$ cat src/rtl/ram_arbiter_pkg.sv
// Shared types and constants for the two-master data-RAM arbiter.
package ram_arbiter_pkg;

  localparam int unsigned RAM_AW = 10;
  localparam int unsigned RAM_DW = 32;

  typedef struct packed {
    logic valid;
    logic id;
  } rd_tag_t;

  typedef struct packed {
    logic                  req;
    logic [RAM_DW/8-1:0]   we;
    logic [RAM_AW-1:0]     addr;
    logic [RAM_DW-1:0]     wdata;
  } mem_req_t;

endpackage

$ cat src/rtl/ram_arbiter_if.sv
// Bus bundle between the two masters, the arbiter and the RAM port.
interface ram_arbiter_if #(
  parameter int unsigned AW = ram_arbiter_pkg::RAM_AW,
  parameter int unsigned DW = ram_arbiter_pkg::RAM_DW
);

  logic            m0_req;
  logic [DW/8-1:0] m0_we;
  logic [AW-1:0]   m0_addr;
  logic [DW-1:0]   m0_wdata;
  logic            m0_gnt;
  logic            m0_rvalid;
  logic [DW-1:0]   m0_rdata;

  logic            m1_req;
  logic [DW/8-1:0] m1_we;
  logic [AW-1:0]   m1_addr;
  logic [DW-1:0]   m1_wdata;
  logic            m1_gnt;
  logic            m1_rvalid;
  logic [DW-1:0]   m1_rdata;

  logic [AW-1:0]   ram_addr;
  logic [DW/8-1:0] ram_wea;
  logic [DW-1:0]   ram_dina;
  logic [DW-1:0]   ram_douta;

  // Arbiter side.
  modport slave (
    input  m0_req, m0_we, m0_addr, m0_wdata,
    input  m1_req, m1_we, m1_addr, m1_wdata,
    input  ram_douta,
    output m0_gnt, m0_rvalid, m0_rdata,
    output m1_gnt, m1_rvalid, m1_rdata,
    output ram_addr, ram_wea, ram_dina
  );

  // Requester / RAM-model side.
  modport master (
    output m0_req, m0_we, m0_addr, m0_wdata,
    output m1_req, m1_we, m1_addr, m1_wdata,
    output ram_douta,
    input  m0_gnt, m0_rvalid, m0_rdata,
    input  m1_gnt, m1_rvalid, m1_rdata,
    input  ram_addr, ram_wea, ram_dina
  );

endinterface

$ cat src/rtl/ram_arb_rdtrack.sv
// Read-owner tag pipeline (RD_LAT deep) and read-data demux back to the owning master.
module ram_arb_rdtrack
  import ram_arbiter_pkg::*;
#(
  parameter int unsigned DW     = RAM_DW,
  parameter int unsigned RD_LAT = 1
) (
  input  logic          clk,
  input  logic          rst,
  input  rd_tag_t       tag_i,
  input  logic [DW-1:0] ram_douta_i,
  output logic          m0_rvalid_o,
  output logic [DW-1:0] m0_rdata_o,
  output logic          m1_rvalid_o,
  output logic [DW-1:0] m1_rdata_o
);

  rd_tag_t       tag_q [RD_LAT];
  rd_tag_t       tag_out;
  logic          ret0, ret1;
  logic          rvalid0_q, rvalid1_q;
  logic [DW-1:0] rdata0_q, rdata1_q;

  always_ff @(posedge clk) begin
    if (rst) begin
      for (int i = 0; i < int'(RD_LAT); i++) tag_q[i] <= '0;
    end else begin
      tag_q[0] <= tag_i;
      for (int i = 1; i < int'(RD_LAT); i++) tag_q[i] <= tag_q[i-1];
    end
  end

  always_comb begin
    tag_out = tag_q[RD_LAT-1];
    ret0    = tag_out.valid & ~tag_out.id;
    ret1    = tag_out.valid & tag_out.id;
  end

  // rdata holds its last value between returns.
  always_ff @(posedge clk) begin
    if (rst) begin
      rvalid0_q <= 1'b0;
      rvalid1_q <= 1'b0;
      rdata0_q  <= '0;
      rdata1_q  <= '0;
    end else begin
      rvalid0_q <= ret0;
      rvalid1_q <= ret1;
      if (ret0) rdata0_q <= ram_douta_i;
      if (ret1) rdata1_q <= ram_douta_i;
    end
  end

  assign m0_rvalid_o = rvalid0_q;
  assign m0_rdata_o  = rdata0_q;
  assign m1_rvalid_o = rvalid1_q;
  assign m1_rdata_o  = rdata1_q;

endmodule

$ cat src/rtl/ram_arbiter.sv
// Round-robin two-master arbiter for the 1K x 32 data RAM; registered grants and RAM port.
// Optional RAM_ARB_STATS_EN adds saturating grant/conflict counters. AW/DW must match the package.
module ram_arbiter
  import ram_arbiter_pkg::*;
#(
  parameter int unsigned AW     = RAM_AW,
  parameter int unsigned DW     = RAM_DW,
  parameter int unsigned RD_LAT = 1
) (
  input  logic        clk,
  input  logic        rst,
  ram_arbiter_if.slave bus
`ifdef RAM_ARB_STATS_EN
  ,
  input  logic        stat_clr,
  output logic [15:0] stat_gnt0,
  output logic [15:0] stat_gnt1,
  output logic [15:0] stat_conflict
`endif
);

  mem_req_t        m0, m1, sel;
  logic            last_q, last_d;
  logic            gnt0_d, gnt1_d, gnt0_q, gnt1_q;
  logic [AW-1:0]   addr_q, addr_d;
  logic [DW/8-1:0] wea_q, wea_d;
  logic [DW-1:0]   dina_q, dina_d;
  rd_tag_t         tag_d;

  always_comb begin
    m0.req   = bus.m0_req;
    m0.we    = bus.m0_we;
    m0.addr  = bus.m0_addr;
    m0.wdata = bus.m0_wdata;
    m1.req   = bus.m1_req;
    m1.we    = bus.m1_we;
    m1.addr  = bus.m1_addr;
    m1.wdata = bus.m1_wdata;
  end

  // On conflict the master other than last_q wins.
  always_comb begin
    gnt0_d = m0.req & (~m1.req | last_q);
    gnt1_d = m1.req & (~m0.req | ~last_q);
    sel    = gnt1_d ? m1 : m0;
    last_d = last_q;
    addr_d = addr_q;
    dina_d = dina_q;
    wea_d  = '0;
    tag_d  = '0;
    if (gnt0_d | gnt1_d) begin
      last_d      = gnt1_d;
      addr_d      = sel.addr;
      dina_d      = sel.wdata;
      wea_d       = sel.we;
      tag_d.valid = (sel.we == '0);
      tag_d.id    = gnt1_d;
    end
  end

  always_ff @(posedge clk) begin
    if (rst) begin
      last_q <= 1'b1;
      gnt0_q <= 1'b0;
      gnt1_q <= 1'b0;
      addr_q <= '0;
      wea_q  <= '0;
      dina_q <= '0;
    end else begin
      last_q <= last_d;
      gnt0_q <= gnt0_d;
      gnt1_q <= gnt1_d;
      addr_q <= addr_d;
      wea_q  <= wea_d;
      dina_q <= dina_d;
    end
  end

  assign bus.m0_gnt   = gnt0_q;
  assign bus.m1_gnt   = gnt1_q;
  assign bus.ram_addr = addr_q;
  assign bus.ram_wea  = wea_q;
  assign bus.ram_dina = dina_q;

  logic          rv0, rv1;
  logic [DW-1:0] rd0, rd1;

  ram_arb_rdtrack #(
    .DW     (DW),
    .RD_LAT (RD_LAT)
  ) u_rdtrack (
    .clk         (clk),
    .rst         (rst),
    .tag_i       (tag_d),
    .ram_douta_i (bus.ram_douta),
    .m0_rvalid_o (rv0),
    .m0_rdata_o  (rd0),
    .m1_rvalid_o (rv1),
    .m1_rdata_o  (rd1)
  );

  assign bus.m0_rvalid = rv0;
  assign bus.m0_rdata  = rd0;
  assign bus.m1_rvalid = rv1;
  assign bus.m1_rdata  = rd1;

`ifdef RAM_ARB_STATS_EN
  logic [15:0] sg0_q, sg1_q, sc_q;

  // Clear beats increment; counters stick at all-ones.
  always_ff @(posedge clk) begin
    if (rst || stat_clr) begin
      sg0_q <= '0;
      sg1_q <= '0;
      sc_q  <= '0;
    end else begin
      if (gnt0_d && (sg0_q != 16'hFFFF)) sg0_q <= sg0_q + 16'd1;
      if (gnt1_d && (sg1_q != 16'hFFFF)) sg1_q <= sg1_q + 16'd1;
      if (m0.req && m1.req && (sc_q != 16'hFFFF)) sc_q <= sc_q + 16'd1;
    end
  end

  assign stat_gnt0     = sg0_q;
  assign stat_gnt1     = sg1_q;
  assign stat_conflict = sc_q;
`endif

endmodule

$ cat src/flat_wrapper.sv
// flat-port wrapper written by rule: the top's interface ports become plain ports
module ram_arbiter_flat import ram_arbiter_pkg::*;
#(
  parameter int unsigned AW     = RAM_AW,
  parameter int unsigned DW     = RAM_DW,
  parameter int unsigned RD_LAT = 1
)
  (clk, rst, bus_m0_req, bus_m0_we, bus_m0_addr, bus_m0_wdata, bus_m1_req, bus_m1_we, bus_m1_addr, bus_m1_wdata, bus_ram_douta, bus_m0_gnt, bus_m0_rvalid, bus_m0_rdata, bus_m1_gnt, bus_m1_rvalid, bus_m1_rdata, bus_ram_addr, bus_ram_wea, bus_ram_dina);
  ram_arbiter_if #(.AW(AW), .DW(DW)) bus_i ();
  input  logic clk;
  input  logic rst;
  input wire logic [$bits(bus_i.m0_req)-1:0] bus_m0_req;
  input wire logic [$bits(bus_i.m0_we)-1:0] bus_m0_we;
  input wire logic [$bits(bus_i.m0_addr)-1:0] bus_m0_addr;
  input wire logic [$bits(bus_i.m0_wdata)-1:0] bus_m0_wdata;
  input wire logic [$bits(bus_i.m1_req)-1:0] bus_m1_req;
  input wire logic [$bits(bus_i.m1_we)-1:0] bus_m1_we;
  input wire logic [$bits(bus_i.m1_addr)-1:0] bus_m1_addr;
  input wire logic [$bits(bus_i.m1_wdata)-1:0] bus_m1_wdata;
  input wire logic [$bits(bus_i.ram_douta)-1:0] bus_ram_douta;
  output wire logic [$bits(bus_i.m0_gnt)-1:0] bus_m0_gnt;
  output wire logic [$bits(bus_i.m0_rvalid)-1:0] bus_m0_rvalid;
  output wire logic [$bits(bus_i.m0_rdata)-1:0] bus_m0_rdata;
  output wire logic [$bits(bus_i.m1_gnt)-1:0] bus_m1_gnt;
  output wire logic [$bits(bus_i.m1_rvalid)-1:0] bus_m1_rvalid;
  output wire logic [$bits(bus_i.m1_rdata)-1:0] bus_m1_rdata;
  output wire logic [$bits(bus_i.ram_addr)-1:0] bus_ram_addr;
  output wire logic [$bits(bus_i.ram_wea)-1:0] bus_ram_wea;
  output wire logic [$bits(bus_i.ram_dina)-1:0] bus_ram_dina;
  assign bus_i.m0_req = bus_m0_req;
  assign bus_i.m0_we = bus_m0_we;
  assign bus_i.m0_addr = bus_m0_addr;
  assign bus_i.m0_wdata = bus_m0_wdata;
  assign bus_i.m1_req = bus_m1_req;
  assign bus_i.m1_we = bus_m1_we;
  assign bus_i.m1_addr = bus_m1_addr;
  assign bus_i.m1_wdata = bus_m1_wdata;
  assign bus_i.ram_douta = bus_ram_douta;
  assign bus_m0_gnt = bus_i.m0_gnt;
  assign bus_m0_rvalid = bus_i.m0_rvalid;
  assign bus_m0_rdata = bus_i.m0_rdata;
  assign bus_m1_gnt = bus_i.m1_gnt;
  assign bus_m1_rvalid = bus_i.m1_rvalid;
  assign bus_m1_rdata = bus_i.m1_rdata;
  assign bus_ram_addr = bus_i.ram_addr;
  assign bus_ram_wea = bus_i.ram_wea;
  assign bus_ram_dina = bus_i.ram_dina;
  ram_arbiter #(.AW(AW), .DW(DW), .RD_LAT(RD_LAT)) u_core (.clk(clk), .rst(rst), .bus(bus_i));
endmodule
$ cat config.mk
export PLATFORM = sky130hd
export DESIGN_NAME = ram_arbiter_flat
export DESIGN_NICKNAME = d
export VERILOG_FILES = /design/src/rtl/ram_arbiter_pkg.sv /design/src/rtl/ram_arbiter_if.sv /design/src/rtl/ram_arb_rdtrack.sv /design/src/rtl/ram_arbiter.sv /design/src/flat_wrapper.sv
export SDC_FILE = /design/constraint.sdc
export NUM_CORES = 1
export LEC_CHECK = 0
export CORE_ASPECT_RATIO = 0.75
export CORE_MARGIN = 2
export CORE_UTILIZATION = 38
export CTS_BUF_LIST = sky130_fd_sc_hd__clkbuf_16
export DETAILED_ROUTE_END_ITERATION = 10
export PLACE_DENSITY = 0.77
export SYNTH_ARGS = -nofsm -noshare
export SYNTH_HDL_FRONTEND = slang
export SYNTH_HIERARCHICAL = 1
export SYNTH_SLANG_ARGS = --single-unit
export TNS_END_PERCENT = 100
$ cat constraint.sdc
create_clock -name clk -period 1.25 [get_ports clk]
set_input_delay 0.25 -clock clk [delete_from_list [all_inputs] [get_ports clk]]
set_output_delay 0.25 -clock clk [all_outputs]
set_load 0.005 [all_outputs]
After elaboration in Yosys (flattened, before gate mapping)
Memory sizes are Yosys's and may differ from the RTL's.
Index checks and enable logic that the tools add are counted.
{"block": "op_classes", "div": 0, "muxes": 7, "add_sub_neg": 0, "magnitude_cmp": 0, "bitwise_logic": 12, "multipliers": 0, "shift": 0, "eq_ne": 0, "reduce_logical": 3}
{"cell": "46-bit 2-to-1 mux", "n": 1}
{"cell": "1-bit NOT", "n": 5}
{"cell": "1-bit AND", "n": 4}
{"cell": "4-bit zero test", "n": 1}
{"cell": "1-bit 2-to-1 mux", "n": 4}
{"cell": "2-bit 2-to-1 mux", "n": 2}
{"cell": "2-bit OR reduction", "n": 2}
{"cell": "1-bit OR", "n": 3}
{"block": "word_totals", "latch_bits": 0, "ram_bits": 2, "output_inout_bits": 114, "mem_bits_ro": 0, "regBits": 115, "memories": 1}
{"name": "u_core.u_rdtrack.tag_q", "words": 1, "word_bits": 2, "rd": 1, "rd_ports_with_merged_regs": 0, "wr": 1, "line": "ram_arb_rdtrack.sv:18", "rtl": "rd_tag_t tag_q [RD_LAT];"}

Longest topological paths before layout
Gate-level depths: netlist (run 1).
{"block": "depth", "ltp_word": 7, "ltp_mapped": 6, "ltp_nobuf": 4}

Cells and area by module
Netlist (run 1), hierarchy kept.
{"module": "ram_arb_rdtrack", "cells_per_inst": 254, "n_inst": 1, "area_each_um2": 2747.6}
{"module": "ram_arbiter", "cells_per_inst": 266, "n_inst": 1, "area_each_um2": 2665.1}

Least setup slack after synthesis (run 1)
OpenSTA, ideal clock, no wires.
{"block": "synth_path", "path_type": "flip-flop to flip-flop", "start": "reg u_core.last_q", "end": "mem u_core/u_rdtrack/tag_q[0][1] (netlist bit)", "setup_ns": 0.124, "path_slack_ns": -0.050, "path_stages_with_launch": 7, "period_less_slack_ns": 1.300, "t_arrival_ns": 1.176, "cell_sequence": "dfxtp_1 buf_4 nand2b_1 nand2_2 buf_2 o32ai_2 nor2b_1"}
{"item": "start: declaration", "line": "ram_arbiter.sv:23", "rtl": "logic last_q, last_d;"}
{"item": "start signal: assignment", "line": "ram_arbiter.sv:70", "rtl": "last_q <= last_d;"}
{"item": "end: declaration", "line": "ram_arb_rdtrack.sv:18"}

Worst setup path in the final report (run 1)
{"block": "layout_path", "start": "reg u_core.u_rdtrack.rdata0_q[23], in the netlist u_core/u_rdtrack/m0_rdata_o[23]", "end": "out bus_m0_rdata[23]"}
{"item": "start: declaration", "line": "ram_arb_rdtrack.sv:22", "rtl": "logic [DW-1:0] rdata0_q, rdata1_q;"}
{"item": "start signal: assignment", "line": "ram_arb_rdtrack.sv:49", "rtl": "if (ret0) rdata0_q <= ram_douta_i;"}
{"item": "end: declaration", "line": "flat_wrapper.sv:23", "rtl": "output wire logic [$bits(bus_i.m0_rdata)-1:0] bus_m0_rdata;"}
No word-level cell between the ends.

==> metrics.txt, run 1 <==
DR iter-0 viols 186; vias in the first global route 4906; multi-input logic area 2874 sq um; Post-Syn Instances 520; fin. max-slew vios 0; max_slew headroom 0.7666; Final Cycle Share 0.9774; DIE AREA 15220 sq um; total number of vias 4792; crit path cell chain dlygate4sd2_1; CP bufs+invs 1; CP max-delay cell dfxtp_1; type of origin of the critical path flip-flop; Final Hold Vio Count 0; Worst Hold Class in2reg; die width 141.8 um; Core ar. 13800 sq um; Final TNS setup 0 ns; routability cong. 0.8256; maximum clock frequency 818.5 MHz; Max VDD drop 839.2 uV; # DRC 0; Crit Path Max Fanout 2; GR Overflow Total 0; CTS tree yes; Pint 7889 uW; Leakage 0.003552 uW; Worst Path Required 1.00 ns; Seq/Total Area, Yosys 0.4327; Syn Nets 648; Synth area leaders dfxtp_1 43%, mux2i_1 12%, nand2b_1 11%, mux2_2 8.7%, o221a_2 8.7%; clock share of power 0.467; element type at the critical path end output pin; Cell variety after synth 24; commonest non-fill, non-tap cell in the layout clkdlybuf4s50_1; # rows 37; Worst-Skew Late Latency 0.42 ns; final WL 16.85 mm; power per cell area 1191 nW/um^2; CP delay by family, top flip-flops; initial core utilization 0.3923; PortBufs 241; Worst Hold Launch rst; reg2reg setup slack 0.05 ns; Fin Clk Skew 0.006830 ns; largest net degree at the start of global routing 73; reg2reg start u_core/last_q; Setup Viol. Count Final 0; Tot GR Track Use 0.2165; ANT nets after route 0; CP max stage delay 0.30 ns; layout filler cell count 1130; R2R depth 4; total clock sinks 117; Mapped Area 5413 sq um; Wirelength per Cell 17.75 um; first-pass GRT wire length 25.60 mm; Comb pwr share 0.145; H-tree levels 4; end of the worst register-to-register path u_core/bus.ram_addr[6]; CP Class reg2out; dpl cell area 8125 sq um; total power 10240 uW; clock input transition at the sequential cells of the worst setup and hold paths 0.05 ns; initial antenna violation count 0; Final Instance Area 8594 sq um; Ant. Diodes 0; dpl hpwl 11.92 mm; Inserted Clock Buffers 17; Critical Path AT 0.97 ns; Die H 107.4 um; Layout area overhead 58.78%; Final min period 1.222 ns; Hold Path Depth 3; max cap viols 0; Yosys Warn Count 6; outcome finished, final reports clean; Seq. cell area 2391 sq um; I/O pin cnt 242; most frequent cells in the layout 124 x clkdlybuf4s50_1, 97 x nand2b_1, 80 x dfxtp_1, 65 x mux2i_1, 57 x clkdlybuf4s15_1; clock root cell clkbuf_16; Yosys top cell by area dfxtp_1; DR vias/cell 5.050; clock buffer depth 2; Synth top area share 0.4327; flops & latches, synth 117; CP Depth 1; worst slew pin tran 0.3502 ns; switching portion of total power 0.2295; NumNets Final 889; drt pass-1 iters 4; P_sw 2350 uW; register share of total power 0.388; fraction of layout cells with a size suffix above 1 0.2997; Avg Cell Area, Syn 10.41 sq um; worst hold path endpoint u_core/bus.ram_dina[7]
-- registers in the layout (all words and copies together) (netlist names) --
signal,cells
u_core/u_rdtrack/m0_rvalid_o,1
u_core/bus.ram_wea,4
u_core/bus.m0_gnt,1
u_core/u_rdtrack/m1_rvalid_o,1
u_core/u_rdtrack/m1_rdata_o,32
u_core/bus.ram_dina,32
u_core/u_rdtrack/tag_q,2
u_core/u_rdtrack/m0_rdata_o,32
u_core/bus.ram_addr,10
u_core/last_q,1
u_core/bus.m1_gnt,1
-- per-layer routing --
metal,vias up,wire [um],part of all wire,track usage
met5,-,0,0,0
met4,0,520,0.031,0.1093
met3,38,711,0.042,0.04315
met2,131,8172,0.49,0.3700
met1,2305,7442,0.44,0.2606
li1,2318,-,-,-
-- through the flow --
step                      setup slack, ns  utilization  hold slack, ns  cells
after global placement            -0.3091       0.5890          0.4594    915
after global routing            -0.001749       0.6230          0.2840    949
final                             0.02821       0.6230          0.2660    949
after detailed placement          -0.2838       0.5890          0.4681    915
after CTS                       0.0002457       0.6301          0.2498    948
after floorplan                   0.02986            -          0.3838    520
-- layout make-up --
cell class,count,area share
Clock buffer,17,0.04950
Sequential cell,117,0.2782
Timing Repair Buffer,268,0.2948
Multi-Input combinational cell,356,0.3344
Tap cell,175,0.02548
Clock inverter,15,0.01718
Inverter,1,0.0004367
-- worst max-delay path by stage --
stage | startpoint | end | slack [ns]
after floorplan | bus_m1_req | u_core/bus.ram_dina[22] | 0.03
after detailed placement | bus_m1_we[3] | u_core/u_rdtrack/tag_q[0][1] | -0.28
after global placement | bus_m1_we[3] | u_core/u_rdtrack/tag_q[0][1] | -0.31
after global routing | u_core/bus.ram_dina[12] | bus_ram_dina[12] | -0.002
final | u_core/u_rdtrack/m0_rdata_o[23] | bus_m0_rdata[23] | 0.03
after CTS | u_core/u_rdtrack/m0_rdata_o[9] | bus_m0_rdata[9] | 0.0002
-- power by group through the flow --
stage               logic, uW  clock network, uW  registers (uW)
floorplan                 643                  0            4040
global placement         1510                  0            4030
detailed placement       1550                  0            4040
CTS                      1490               4850            3960
global route             1590               5030            3980
finish                   1490               4780            3970
-- cells by family after synthesis --
family          count (synthesis)  synth area share
mux                           107            0.2076
buf+inv                        47           0.04068
compound gates                 49            0.1012
flops                         117            0.4327
simple gates                  200            0.2178
-- synth_stat cells --
library cell / count
nand2_2: 1
buf_4: 3
clkbuf_1: 23
and2_1: 1
mux2i_1: 65
nand2b_1: 98
inv_1: 1
nor3_1: 2
a21boi_4: 1
nor3b_1: 42
dfxtp_1: 117
buf_6: 1
buf_2: 11
a21oi_1: 1
o221a_2: 42
buf_8: 1
nor2_1: 49
a32oi_1: 4
buf_1: 7
nor2b_1: 3
mux2_2: 42
nand2_1: 3
nor2b_4: 1
o32ai_2: 1
-- repair_timing --
item	4_1_cts	5_1_grt
setup endpoints to repair	157	117
gates cloned	0	1
gates resized for setup	223	87
buffers inserted	1	0
pin swaps	0	0
hold buffers	0	0
Note: power is estimated with default switching activity, not from simulation.
==> run 2: changes to the inputs <==
- SKIP_LAST_GASP: not set -> 1
==> run 2 against run 1 <==
Against the previous run: first-iteration DRC count unchanged; via count decreased by 0.65%; clock-buffer cell count unchanged; non-clock buffer count decreased by 1; combinational power about the same; final area decreased by 0.39%; sequential power about the same.
==> metrics.txt, run 2 (same netlist as run 1, synthesis figures left out) <==
H-tree levels 4; final hold slack 0.2618 ns; Critical Path AT 0.97 ns; Final Cycle Share 0.9789; clock buffer depth 2; Crit Path Max Fanout 2; routability cong. 0.8256; Worst-Skew Late Latency 0.42 ns; clock input transition at the sequential cells of the worst setup and hold paths 0.05 ns; Fin Clk Skew 0.007343 ns; Layout area overhead 58.16%; fraction of layout cells with a size suffix above 1 0.2988; fin worst setup slack 0.02643 ns; Placement Setup Slack -0.2838 ns; total number of vias 4761; power per cell area 1193 nW/um^2; outcome finished, final reports clean; vias in the first global route 4906; Final TNS setup 0 ns; crit path cell chain dlygate4sd2_1; commonest non-fill, non-tap cell in the layout clkdlybuf4s50_1; layout filler cell count 1132; maximum clock frequency 817.3 MHz; # rows 37; Die H 107.4 um; end of the worst register-to-register path u_core/u_rdtrack/m0_rdata_o[20]; Hold Path Depth 3; final core occ 0.6205; max_slew headroom 0.7573; # DRC 0; worst hold path endpoint u_core/bus.ram_dina[7]; Core ar. 13800 sq um; Leakage 0.003537 uW; DR iter-0 viols 186; reg2reg start u_core/u_rdtrack/tag_q[0][1]; Ant. Diodes 0; drt pass-1 iters 4; clock root cell clkbuf_16; CP max stage delay 0.30 ns; Worst Path Required 1.00 ns; Max VDD drop 841.2 uV; CP max-delay cell dfxtp_1; max cap viols 0; initial antenna violation count 0; Final min period 1.224 ns; I/O pin cnt 242; fin. max-slew vios 0; ANT nets after route 0; cts hold-fix bufs 0; total clock sinks 117; die width 141.8 um; CP bufs+invs 1; CP delay by family, top flip-flops; Tot GR Track Use 0.2165; CP Class reg2out; element type at the critical path end output pin; R2R depth 3; first-pass GRT wire length 25.60 mm; dpl hpwl 11.92 mm; Worst Hold Launch rst; NumNets Final 888; largest net degree at the start of global routing 73; GR Overflow Total 0; DR vias/cell 5.022; Setup Viol. Count Final 0; type of origin of the critical path flip-flop; RSZ-0062 raised after global routing no; total power 10220 uW; CTS tree yes; worst slew pin tran 0.3641 ns; reg2reg setup slack 0.07 ns; final WL 16.71 mm; DIE AREA 15220 sq um; initial core utilization 0.3923; most frequent cells in the layout 124 x clkdlybuf4s50_1, 97 x nand2b_1, 80 x dfxtp_1, 65 x mux2i_1, 57 x clkdlybuf4s15_1; Final Hold Vio Count 0; Inserted Clock Buffers 17; Worst Hold Class in2reg; Wirelength per Cell 17.63 um; PortBufs 241
## run 2: changes by cell type in the layout (fill, tap and decap cells not counted)
| cell | before | now |
|---|---|---|
| clkbuf_16 | 18 | 17 |
| nand2_8 | 1 | 0 |
| buf_2 | 3 | 2 |
| clkbuf_2 | 39 | 40 |
| nand2_4 | 0 | 1 |
## run 2: power by group
group | switching (uW) | internal [uW] | total, uW
clock | 1710 | 3070 | 4780
combinational | 546 | 922 | 1470
sequential | 79.9 | 3890 | 3970
## run 2: how the worst max path moves through the flow
stage                               startpoint                           end  slack [ns]  cells after the start
5_1_grt                u_core/bus.ram_dina[12]              bus_ram_dina[12]      0.0002                      1
3_3_place_gp                      bus_m1_we[3]  u_core/u_rdtrack/tag_q[0][1]       -0.31                      5
3_5_place_dp                      bus_m1_we[3]  u_core/u_rdtrack/tag_q[0][1]       -0.28                      5
4_1_cts        u_core/u_rdtrack/m1_rdata_o[25]              bus_m1_rdata[25]       -0.06                      1
6_report                u_core/bus.ram_dina[8]               bus_ram_dina[8]        0.03                      1
2_1_floorplan                       bus_m1_req       u_core/bus.ram_dina[22]        0.03                      4
## run 2: repair_timing
item,4_1_cts,5_1_grt
setup endpoints to repair,157,118
hold endpoints to repair,0,0
gates resized for setup,220,88
buffers inserted,1,0
## run 2: layout make-up
| cell class | instances | area, sq um | area share |
|---|---|---|---|
| multi-input combinational | 356 | 2865 | 0.3347 |
| timing repair buffer | 267 | 2509 | 0.2930 |
| sequential | 117 | 2391 | 0.2793 |
| clock buffer | 17 | 425.4 | 0.04969 |
| tap | 175 | 219.0 | 0.02558 |
| clock inverter | 15 | 147.6 | 0.01725 |
| inverter | 1 | 3.754 | 0.0004385 |
## run 2: layer usage
layer,vias to the layer above,wire length [um],track usage
met5,-,0,0
met1,2272,7274,0.2606
met3,31,797,0.04315
met2,143,8171,0.3700
met4,0,465,0.1093
li1,2315,-,-
## run 2: metrics by stage
stage / std cells / instance area (sq um)
floorplan: 520 / 5429
global placement: 915 / 8125
detailed placement: 915 / 8125
CTS: 948 / 8696
global route: 948 / 8561
finish: 948 / 8561
==> run 3: changes to the inputs <==
- PLACE_DENSITY: 0.77 -> 0.85
==> run 3 against run 2 <==
Against the previous run: critical path depth is the same; final area grew 1.7%; sequential power is essentially flat; maximum frequency shrank 1.4%; wire length grew 3.1%; die area is the same; worst setup slack lost 0.017 ns; clock-buffer cell count is the same; final cell count grew 1.1%; core utilization grew 1.1 points; global-route usage grew 0.24 points; clock skew grew 0.00066 ns; critical path type unchanged; highest routed layer unchanged.
==> metrics.txt, run 3 (same netlist as run 1, synthesis figures left out) <==
ANT nets after route 0; Ant. Diodes 0; maximum clock frequency 806.2 MHz; fin. max-slew vios 0; power per cell area 1178 nW/um^2; Hold Path Depth 3; routability cong. 0.8598; Fin Clk Skew 0.007998 ns; Critical Path AT 0.99 ns; Final min period 1.240 ns; CP Depth 1; dpl hpwl 11.69 mm; total power 10250 uW; clock buffer depth 2; I/O pin cnt 242; Final Cycle Share 0.9923; commonest non-fill, non-tap cell in the layout clkdlybuf4s50_1; Inserted Clock Buffers 17; CP Class reg2out; reg2reg setup slack 0.04 ns; Die H 107.4 um; max_slew headroom 0.6814; cts hold-fix bufs 0; Final Hold Vio Count 0; reg2reg start u_core/last_q; total clock sinks 117; fraction of layout cells with a size suffix above 1 0.2963; RSZ-0062 raised after global routing yes; Worst-Skew Late Latency 0.41 ns; outcome finished, final reports clean; type of origin of the critical path flip-flop; Worst Path Required 1.00 ns; Worst Hold Launch rst; R2R depth 5; placed insts 920; total number of vias 4913; Leakage 0.003613 uW; CP bufs+invs 1; element type at the critical path end output pin; drt pass-1 iters 6; initial core utilization 0.3923; layout filler cell count 1062; clock input transition at the sequential cells of the worst setup and hold paths 0.05 ns; Wirelength per Cell 17.97 um; CP max stage delay 0.33 ns; worst hold path endpoint u_core/u_rdtrack/tag_q[0][0]; crit path cell chain clkdlybuf4s15_1; CP delay by family, top flip-flops; Core ar. 13800 sq um; initial antenna violation count 0; Worst Hold Class in2reg; Layout area overhead 60.84%; Seq. cell area 2384 sq um; Tot GR Track Use 0.2189; Setup Viol. Count Final 0; # rows 37; first-pass GRT wire length 26.19 mm; CP max-delay cell dfxtp_1; PortBufs 241; DIE AREA 15220 sq um; die width 141.8 um; Final Instance Area 8706 sq um; H-tree levels 4; max cap viols 0; end of the worst register-to-register path u_core/u_rdtrack/tag_q[0][1]; Max VDD drop 991.2 uV; GR Overflow Total 0; CTS tree yes; largest net degree at the start of global routing 57; multi-input logic area 2890 sq um; worst slew pin tran 0.4779 ns; DR iter-0 viols 195; DR vias/cell 5.128; most frequent cells in the layout 124 x clkdlybuf4s50_1, 97 x nand2b_1, 84 x dfxtp_1, 67 x clkdlybuf4s15_1, 65 x mux2i_1; non-filler cells, final 958; clock root cell clkbuf_16; dpl cell area 8150 sq um; Crit Path Max Fanout 2; # DRC 0; final WL 17.22 mm; vias in the first global route 5115; NumNets Final 898
==> run 3: cell types whose count changed in the layout (fill, tap and decap cells not counted), moves of 2 or more <==
cell / delta
clkdlybuf4s15_1: +10
buf_4: +6
clkbuf_2: -5
clkdlybuf4s15_2: -5
nor3b_1: -5
nor3b_2: +5
dfxtp_1: +4
buf_6: +3
dfxtp_2: -3
clkbuf_16: +2
==> run 3: through the flow <==
| stage | setup TNS, ns | setup slack [ns] | util | hold WS [ns] |
|---|---|---|---|---|
| 2_1_floorplan | 0 | 0.02986 | - | 0.3838 |
| 3_3_place_gp | -6.104 | -0.2833 | 0.5908 | 0.4573 |
| 3_5_place_dp | -7.560 | -0.3230 | 0.5908 | 0.4595 |
| 4_1_cts | -0.04473 | -0.04473 | 0.6322 | 0.2709 |
| 5_1_grt | -0.03560 | -0.03175 | 0.6311 | 0.2886 |
| 6_report | 0 | 0.009578 | 0.6311 | 0.2824 |
==> run 3: worst max path at each step <==
stage | startpoint | end
6_report | u_core/bus.ram_dina[30] | bus_ram_dina[30]
5_1_grt | u_core/bus.ram_dina[30] | bus_ram_dina[30]
4_1_cts | u_core/bus.ram_dina[30] | bus_ram_dina[30]
3_5_place_dp | bus_m1_we[2] | u_core/u_rdtrack/tag_q[0][1]
3_3_place_gp | bus_m1_we[2] | u_core/u_rdtrack/tag_q[0][1]
2_1_floorplan | bus_m1_req | u_core/bus.ram_dina[22]
==> run 3: power by group <==
part / internal [uW] / switching [uW] / total [uW]
Clock: 3070 / 1680 / 4750
Combinational: 962 / 578 / 1540
Sequential: 3890 / 77.6 / 3970
==> run 3: area by class of cell <==
type,instances,share of cell area
Sequential cell,117,0.2738
Multi-Input combinational cell,356,0.3320
Inverter,1,0.0004312
Timing Repair Buffer,277,0.3028
Clock inverter,15,0.01696
Tap cell,175,0.02515
Clock buffer,17,0.04886
==> run 3: routing by layer <==
metal	global-route usage	routed length, um
met2	0.3752	8486
met1	0.2497	7272
met4	0.1279	659
met5	0	0
met3	0.05338	801
==> run 3: what timing repair did <==
action | in CTS | in global routing
setup buffers | 2 | 2
gates cloned | 0 | 2
endpoints found under the setup margin | 118 | 83
pin swaps | 0 | 2
endpoints found under the hold margin | 0 | 0
gates resized for setup | 210 | 91
